File: config.mk
export PLATFORM = sky130hd
export DESIGN_NAME = ccff_chain_loader
export DESIGN_NICKNAME = d
export VERILOG_FILES = /design/src/rtl/ccff_loader_pkg.sv /design/src/rtl/ccff_crc16_serial.sv /design/src/rtl/ccff_chain_loader.sv
export SDC_FILE = /design/constraint.sdc
export NUM_CORES = 1
export LEC_CHECK = 0
export BUFFER_PORTS_ARGS = -buffer_cell sky130_fd_sc_hd__buf_2
export CAP_MARGIN = 15
export CORE_MARGIN = 2
export CORE_UTILIZATION = 55
export CTS_CLUSTER_DIAMETER = 120
export DETAILED_ROUTE_END_ITERATION = 10
export HOLD_SLACK_MARGIN = 0.08
export PLACE_DENSITY = 0.78
export SETUP_SLACK_MARGIN = 0.05
export SYNTH_ARGS = -nofsm -noshare
export SYNTH_HDL_FRONTEND = slang
export SYNTH_SLANG_ARGS = --single-unit
export TNS_END_PERCENT = 30
File: constraint.sdc
create_clock -name prog_clk -period 3.3 [get_ports prog_clk]
set_input_delay 0.99 -clock prog_clk [delete_from_list [all_inputs] [get_ports prog_clk]]
set_output_delay 0.99 -clock prog_clk [all_outputs]
set_load 0.05 [all_outputs]
File: src/rtl/ccff_loader_pkg.sv
// Shared types and CRC constants for the configuration-chain loader.
// crc16_step advances a CRC-16-CCITT register by one serial bit, MSB first.
package ccff_loader_pkg;

    typedef enum logic [1:0] {
        IDLE = 2'd0,
        LOAD = 2'd1,
        DONE = 2'd2
    } state_e;

    localparam logic [15:0] CRC_POLY = 16'h1021;
    localparam logic [15:0] CRC_INIT = 16'hFFFF;

    function automatic logic [15:0] crc16_step(input logic [15:0] crc, input logic bit_in);
        logic feedback;
        feedback = crc[15] ^ bit_in;
        return {crc[14:0], 1'b0} ^ (feedback ? CRC_POLY : 16'h0000);
    endfunction

endpackage

File: src/rtl/ccff_crc16_serial.sv
// Bit-serial CRC-16-CCITT accumulator: clear reloads the init value,
// en absorbs bit_in, otherwise the signature holds.
module ccff_crc16_serial
    import ccff_loader_pkg::*;
(
    input  logic        clk,
    input  logic        rst_n,
    input  logic        clear,
    input  logic        en,
    input  logic        bit_in,
    output logic [15:0] crc
);

    logic [15:0] crc_reg;

    always_ff @(posedge clk or negedge rst_n) begin
        if (!rst_n) begin
            crc_reg <= CRC_INIT;
        end else if (clear) begin
            crc_reg <= CRC_INIT;
        end else if (en) begin
            crc_reg <= crc16_step(crc_reg, bit_in);
        end
    end

    assign crc = crc_reg;

endmodule

File: src/rtl/ccff_chain_loader.sv
// Serialises bitstream words MSB first onto a configuration DFF chain,
// counting exactly CHAIN_LEN shifts and signing both loaded and readback bits.
module ccff_chain_loader
    import ccff_loader_pkg::*;
#(
    parameter int CHAIN_LEN = 64,
    parameter int WORD_W    = 32,
    parameter int CNT_W     = $clog2(CHAIN_LEN + 1)
) (
    input  logic              prog_clk,
    input  logic              prog_rst_n,
    input  logic              start,
    input  logic              abort,
    input  logic [WORD_W-1:0] cfg_data,
    input  logic              cfg_valid,
    output logic              cfg_ready,
    output logic              ccff_head,
    input  logic              ccff_tail,
    output logic              chain_clk_en,
    output logic              busy,
    output logic              done,
    output logic              aborted,
    output logic [CNT_W-1:0]  bit_count,
    output logic [15:0]       load_crc,
    output logic [15:0]       readback_crc
);

    localparam int SC_W = $clog2(WORD_W + 1);
    localparam logic [CNT_W-1:0] LAST_SHIFT = CNT_W'(CHAIN_LEN - 1);

    state_e            state_reg, state_next;
    logic [WORD_W-1:0] sr_reg, sr_next;
    logic [WORD_W-1:0] hr_reg, hr_next;
    logic [SC_W-1:0]   sr_cnt_reg, sr_cnt_next;
    logic              hr_full_reg, hr_full_next;
    logic [CNT_W-1:0]  bit_count_reg, bit_count_next;
    logic              aborted_reg, aborted_next;

    logic in_load, sr_empty, head_bit, shift_en, last_shift, crc_clear, accept;

    // An empty SR is transparently backed by HR so a waiting word shifts with no bubble.
    always_comb begin
        in_load    = (state_reg == LOAD);
        sr_empty   = (sr_cnt_reg == '0);
        head_bit   = sr_empty ? hr_reg[WORD_W-1] : sr_reg[WORD_W-1];
        shift_en   = in_load && !abort && (!sr_empty || hr_full_reg);
        last_shift = shift_en && (bit_count_reg == LAST_SHIFT);
        crc_clear  = (state_reg == IDLE) && start;
        accept     = cfg_valid && in_load && !hr_full_reg;
    end

    always_comb begin
        state_next = state_reg;
        case (state_reg)
            IDLE:    if (start) state_next = LOAD;
            LOAD: begin
                if (abort)           state_next = IDLE;
                else if (last_shift) state_next = DONE;
            end
            DONE:    state_next = IDLE;
            default: state_next = IDLE;
        endcase
    end

    always_comb begin
        sr_next        = sr_reg;
        sr_cnt_next    = sr_cnt_reg;
        hr_next        = hr_reg;
        hr_full_next   = hr_full_reg;
        bit_count_next = bit_count_reg;
        aborted_next   = in_load && abort;

        if (shift_en) begin
            bit_count_next = bit_count_reg + CNT_W'(1);
            if (sr_empty) begin
                sr_next      = hr_reg << 1;
                sr_cnt_next  = SC_W'(WORD_W - 1);
                hr_full_next = 1'b0;
            end else begin
                sr_next     = sr_reg << 1;
                sr_cnt_next = sr_cnt_reg - SC_W'(1);
            end
        end

        if (accept) begin
            hr_next      = cfg_data;
            hr_full_next = 1'b1;
        end

        // Leftover bits past the chain end, or of an aborted load, are dropped.
        if ((in_load && abort) || last_shift) begin
            sr_next      = '0;
            sr_cnt_next  = '0;
            hr_next      = '0;
            hr_full_next = 1'b0;
        end

        if (crc_clear) bit_count_next = '0;
    end

    always_ff @(posedge prog_clk or negedge prog_rst_n) begin
        if (!prog_rst_n) begin
            state_reg     <= IDLE;
            sr_reg        <= '0;
            sr_cnt_reg    <= '0;
            hr_reg        <= '0;
            hr_full_reg   <= 1'b0;
            bit_count_reg <= '0;
            aborted_reg   <= 1'b0;
        end else begin
            state_reg     <= state_next;
            sr_reg        <= sr_next;
            sr_cnt_reg    <= sr_cnt_next;
            hr_reg        <= hr_next;
            hr_full_reg   <= hr_full_next;
            bit_count_reg <= bit_count_next;
            aborted_reg   <= aborted_next;
        end
    end

    // Lane 0 signs the bits driven into the chain, lane 1 the bits coming out.
    logic [1:0]  crc_bit;
    logic [15:0] crc_val [2];

    assign crc_bit = {ccff_tail, head_bit};

    genvar gi;
    generate
        for (gi = 0; gi < 2; gi++) begin : g_crc
            ccff_crc16_serial u_crc (
                .clk    (prog_clk),
                .rst_n  (prog_rst_n),
                .clear  (crc_clear),
                .en     (shift_en),
                .bit_in (crc_bit[gi]),
                .crc    (crc_val[gi])
            );
        end
    endgenerate

    assign cfg_ready    = in_load && !hr_full_reg;
    assign chain_clk_en = shift_en;
    assign ccff_head    = shift_en && head_bit;
    assign busy         = in_load;
    assign done         = (state_reg == DONE);
    assign aborted      = aborted_reg;
    assign bit_count    = bit_count_reg;
    assign load_crc     = crc_val[0];
    assign readback_crc = crc_val[1];

endmodule

==> run summary <==
- **wire length of the first global-routing pass** 16,400 um
- **crit path from** sr_cnt_reg[0]
- **synthesized instance count** 384
- **total of max-cap violations** 0
- **vias in the first global route** 3,348
- **final layout net count** 507
- **setup repair after global routing missed its margin** false
- **Diodes inserted** 0
- **DRC violations left** 0
- **fin. max-slew vios** 0
- **most frequent cells after synthesis** dfrtp_1 (80), nand2_1 (40), a22o_1 (35)
- **Static Leak** 2.53 nW
- **Sequential Area** 0.00284 mm^2
- **run status** finished, final reports clean
- **filler cell count in the final layout** 705
- **number of H-tree levels** 3
- **routed metal-1 wire length** 4210 um
- **sequential share of the synthesized area** 0.591
- **Critical Path End** ccff_head
- **area of the die** 0.00951 mm^2
- **Worst Reg-to-Reg Cells** 9
- **RePlAce Congestion** 0.761
- **total track usage** 0.211
- **critical path startpoint category** flip-flop
- **Std-Cell Core Area** 0.00859 mm^2
- **buffers from clock root to sink, at most** 2
- **start of the worst register-to-register path** sr_cnt_reg[0]
- **time the final worst path needs with I/O delays and setup** 3.14 ns
- **ys flop type** dfrtp_1
- **Initial DRC Count** 137
- **count of endpoints failing hold in the final timing report** 0
- **cell with the most instances after synthesis** dfrtp_1
- **WL met3** 620 um
- **Setup Skew** 0.0140 ns
- **most area-consuming cells after synthesis** dfrtp_1 (42%), dfstp_2 (17%), a22o_1 (6.4%)
- **Hold Startpoint** sr_reg[9]
- **top-level I/O count** 83
- **Initial Util** 0.560
- **Post-CTS Hold Fix Bufs** 0
- **layout cells sized above 1** 0.341
- **area of the mapped netlist** 0.00481 mm^2
- **final worst path period share** 0.950
- **sum of overflow across all layers after global routing** 0
- **required time of the critical path** 2.31 ns
- **Synth-to-Final Area Change** 14.8%
- **Slew headroom** 0.559
- **worst setup path category** flip-flop to output pin
- **Data arrival, critical path** 2.15 ns
- **#FFs+latches synth** 112
- **pwr/cell area** 807 mW/mm^2
- **initial antenna violation count** 0
- **post-synthesis area per instance** 12.5 um^2
- **detailed-route wire length per cell** 16.7 um
- **Async S/R FF share, synth** 1.00
- **row count** 34
- **Clock Sink Count** 112
- **I/O Buffers** 82
- **floorplan die height** 97.5 um
- **residual antenna-violating net count after detailed routing** 0
- **Reg2Reg Capture Point** sr_reg[4]
- **VDD IR max** 0.000657 V
- **worst hold slack** 0.498 ns
- **number of synthesized flops with an enable pin** 0
- **nature of the critical path endpoint** output pin
- **maximum number of pins on one net before global-route repair** 61
- **register-to-register path setup slack** 0.74 ns
- **worst-path fanout max** 4
- **count of vias placed by the detailed router** 3,300
- **Vias/cell** 5.69
- **number of unique standard cell types used by synthesis** 55
- **TritonCTS clock tree** built
- **number of warning messages in the yosys log** 0
- **number of buffers added by the clock tree synthesis step** 9
- **multi-input combinational cell area** 0.00179 mm^2
- **slew at the pin closest to its max-slew limit** 0.661 ns
- **chip width** 97.5 um
- **later-pin clock latency in the skew report** 0.36 ns
- **highest metal used** met4
- **cell type with the highest aggregate area in the netlist** dfrtp_1
- **drt total wl** 9670 um
- **Total Neg Setup Slack** 0 ns
- **net count after synthesis** 424
- **path class of the lowest-slack min-delay path** flip-flop to flip-flop
- **estimated wirelength of the detail-placed design** 6510 um
- **Root Buffer** clkbuf_8
- **number of iterations in the first detailed-routing pass** 4
- **clock transition at the register clock pins on the worst setup and hold paths after CTS** 0.10 ns
- **WL met2** 4780 um
- **top cell type's share of synthesized area** 0.416
- **maximum operating frequency** 319 MHz
- **final setup violating endpoints** 0
[through the flow]
step / total power, mW / utilization / worst slack, ns / cells / cell area (um^2)
3_3_place_gp: 3.63 / 0.619 / 0.132 / 563 / 5320
6_report: 4.46 / 0.643 / 0.165 / 580 / 5520
3_5_place_dp: 3.69 / 0.619 / 0.116 / 563 / 5320
5_1_grt: 4.72 / 0.643 / 0.0554 / 580 / 5520
4_1_cts: 4.48 / 0.642 / 0.0940 / 579 / 5510
2_1_floorplan: 3.32 / - / 0.142 / 384 / 4820
[worst max-delay path: stages, from the launching register on]
cell	delay (ns)
dfrtp_1	0.42
inv_1	0.07
ha_1	0.21
or3b_1	0.42
nor3_4	0.21
nand2_1	0.11
a21oi_4	0.12
buf_4	0.21
[final cells by class]
type / count / share of cell area
clock buffer: 11 / 0.0276
clock inverter: 5 / 0.00680
inverter: 4 / 0.00363
multi-input combinational: 244 / 0.324
sequential: 112 / 0.515
tap: 108 / 0.0245
timing repair buffer: 96 / 0.0988
[power by group]
part	leakage (nW)	switching, mW	internal (mW)
sequential	1.42	0.223	1.69
combinational	1.01	1.11	0.647
clock	0.0994	0.453	0.326
total	2.53	1.79	2.67
[cell usage in the layout, fill, tap and decap left out, drive strengths merged, types with 11 or more instances in the layout]
| master | count |
|---|---|
| dfstp | 32 |
| dfrtp | 80 |
| nor2 | 12 |
| mux2i | 30 |
| a22o | 35 |
| clkbuf | 11 |
| nand2 | 42 |
| buf | 96 |
| o22a | 29 |
| o21ai | 37 |
[kinds of logic after synthesis]
family                     after synthesis  share of synthesized area
AOI/OAI and AO/OA                      125                      0.199
DFF                                    112                      0.591
and+or+nand+nor                         79                     0.0882
muxes                                   30                     0.0624
buffers and inverters                   28                     0.0398
xor gates and xnor gates                 8                     0.0146
adders and majority gates                2                    0.00520
[worst min path at each step]
stage                 end  slack [ns]  cells after the start
6_report        sr_reg[9]        0.50                      2
5_1_grt        sr_reg[28]        0.53                      2
4_1_cts         sr_reg[7]        0.50                      2
3_5_place_dp    sr_reg[7]        0.48                      2
3_3_place_gp    sr_reg[8]        0.47                      2
2_1_floorplan  sr_reg[10]        0.45                      2
[routing by layer]
metal | GRT usage | up-vias
met2 | 0.350 | 79
met3 | 0.0705 | 5
met1 | 0.272 | 1655
met4 | 0.0449 | 0
met5 | 0 | -
li1 | - | 1561
[timing repair]
item | CTS | global route
resized for setup | 1 | 0
setup endpoints to repair | 1 | 1
pin swaps | 0 | 1
setup buffers | 0 | 1
Note: power is estimated with default switching activity, not from simulation.
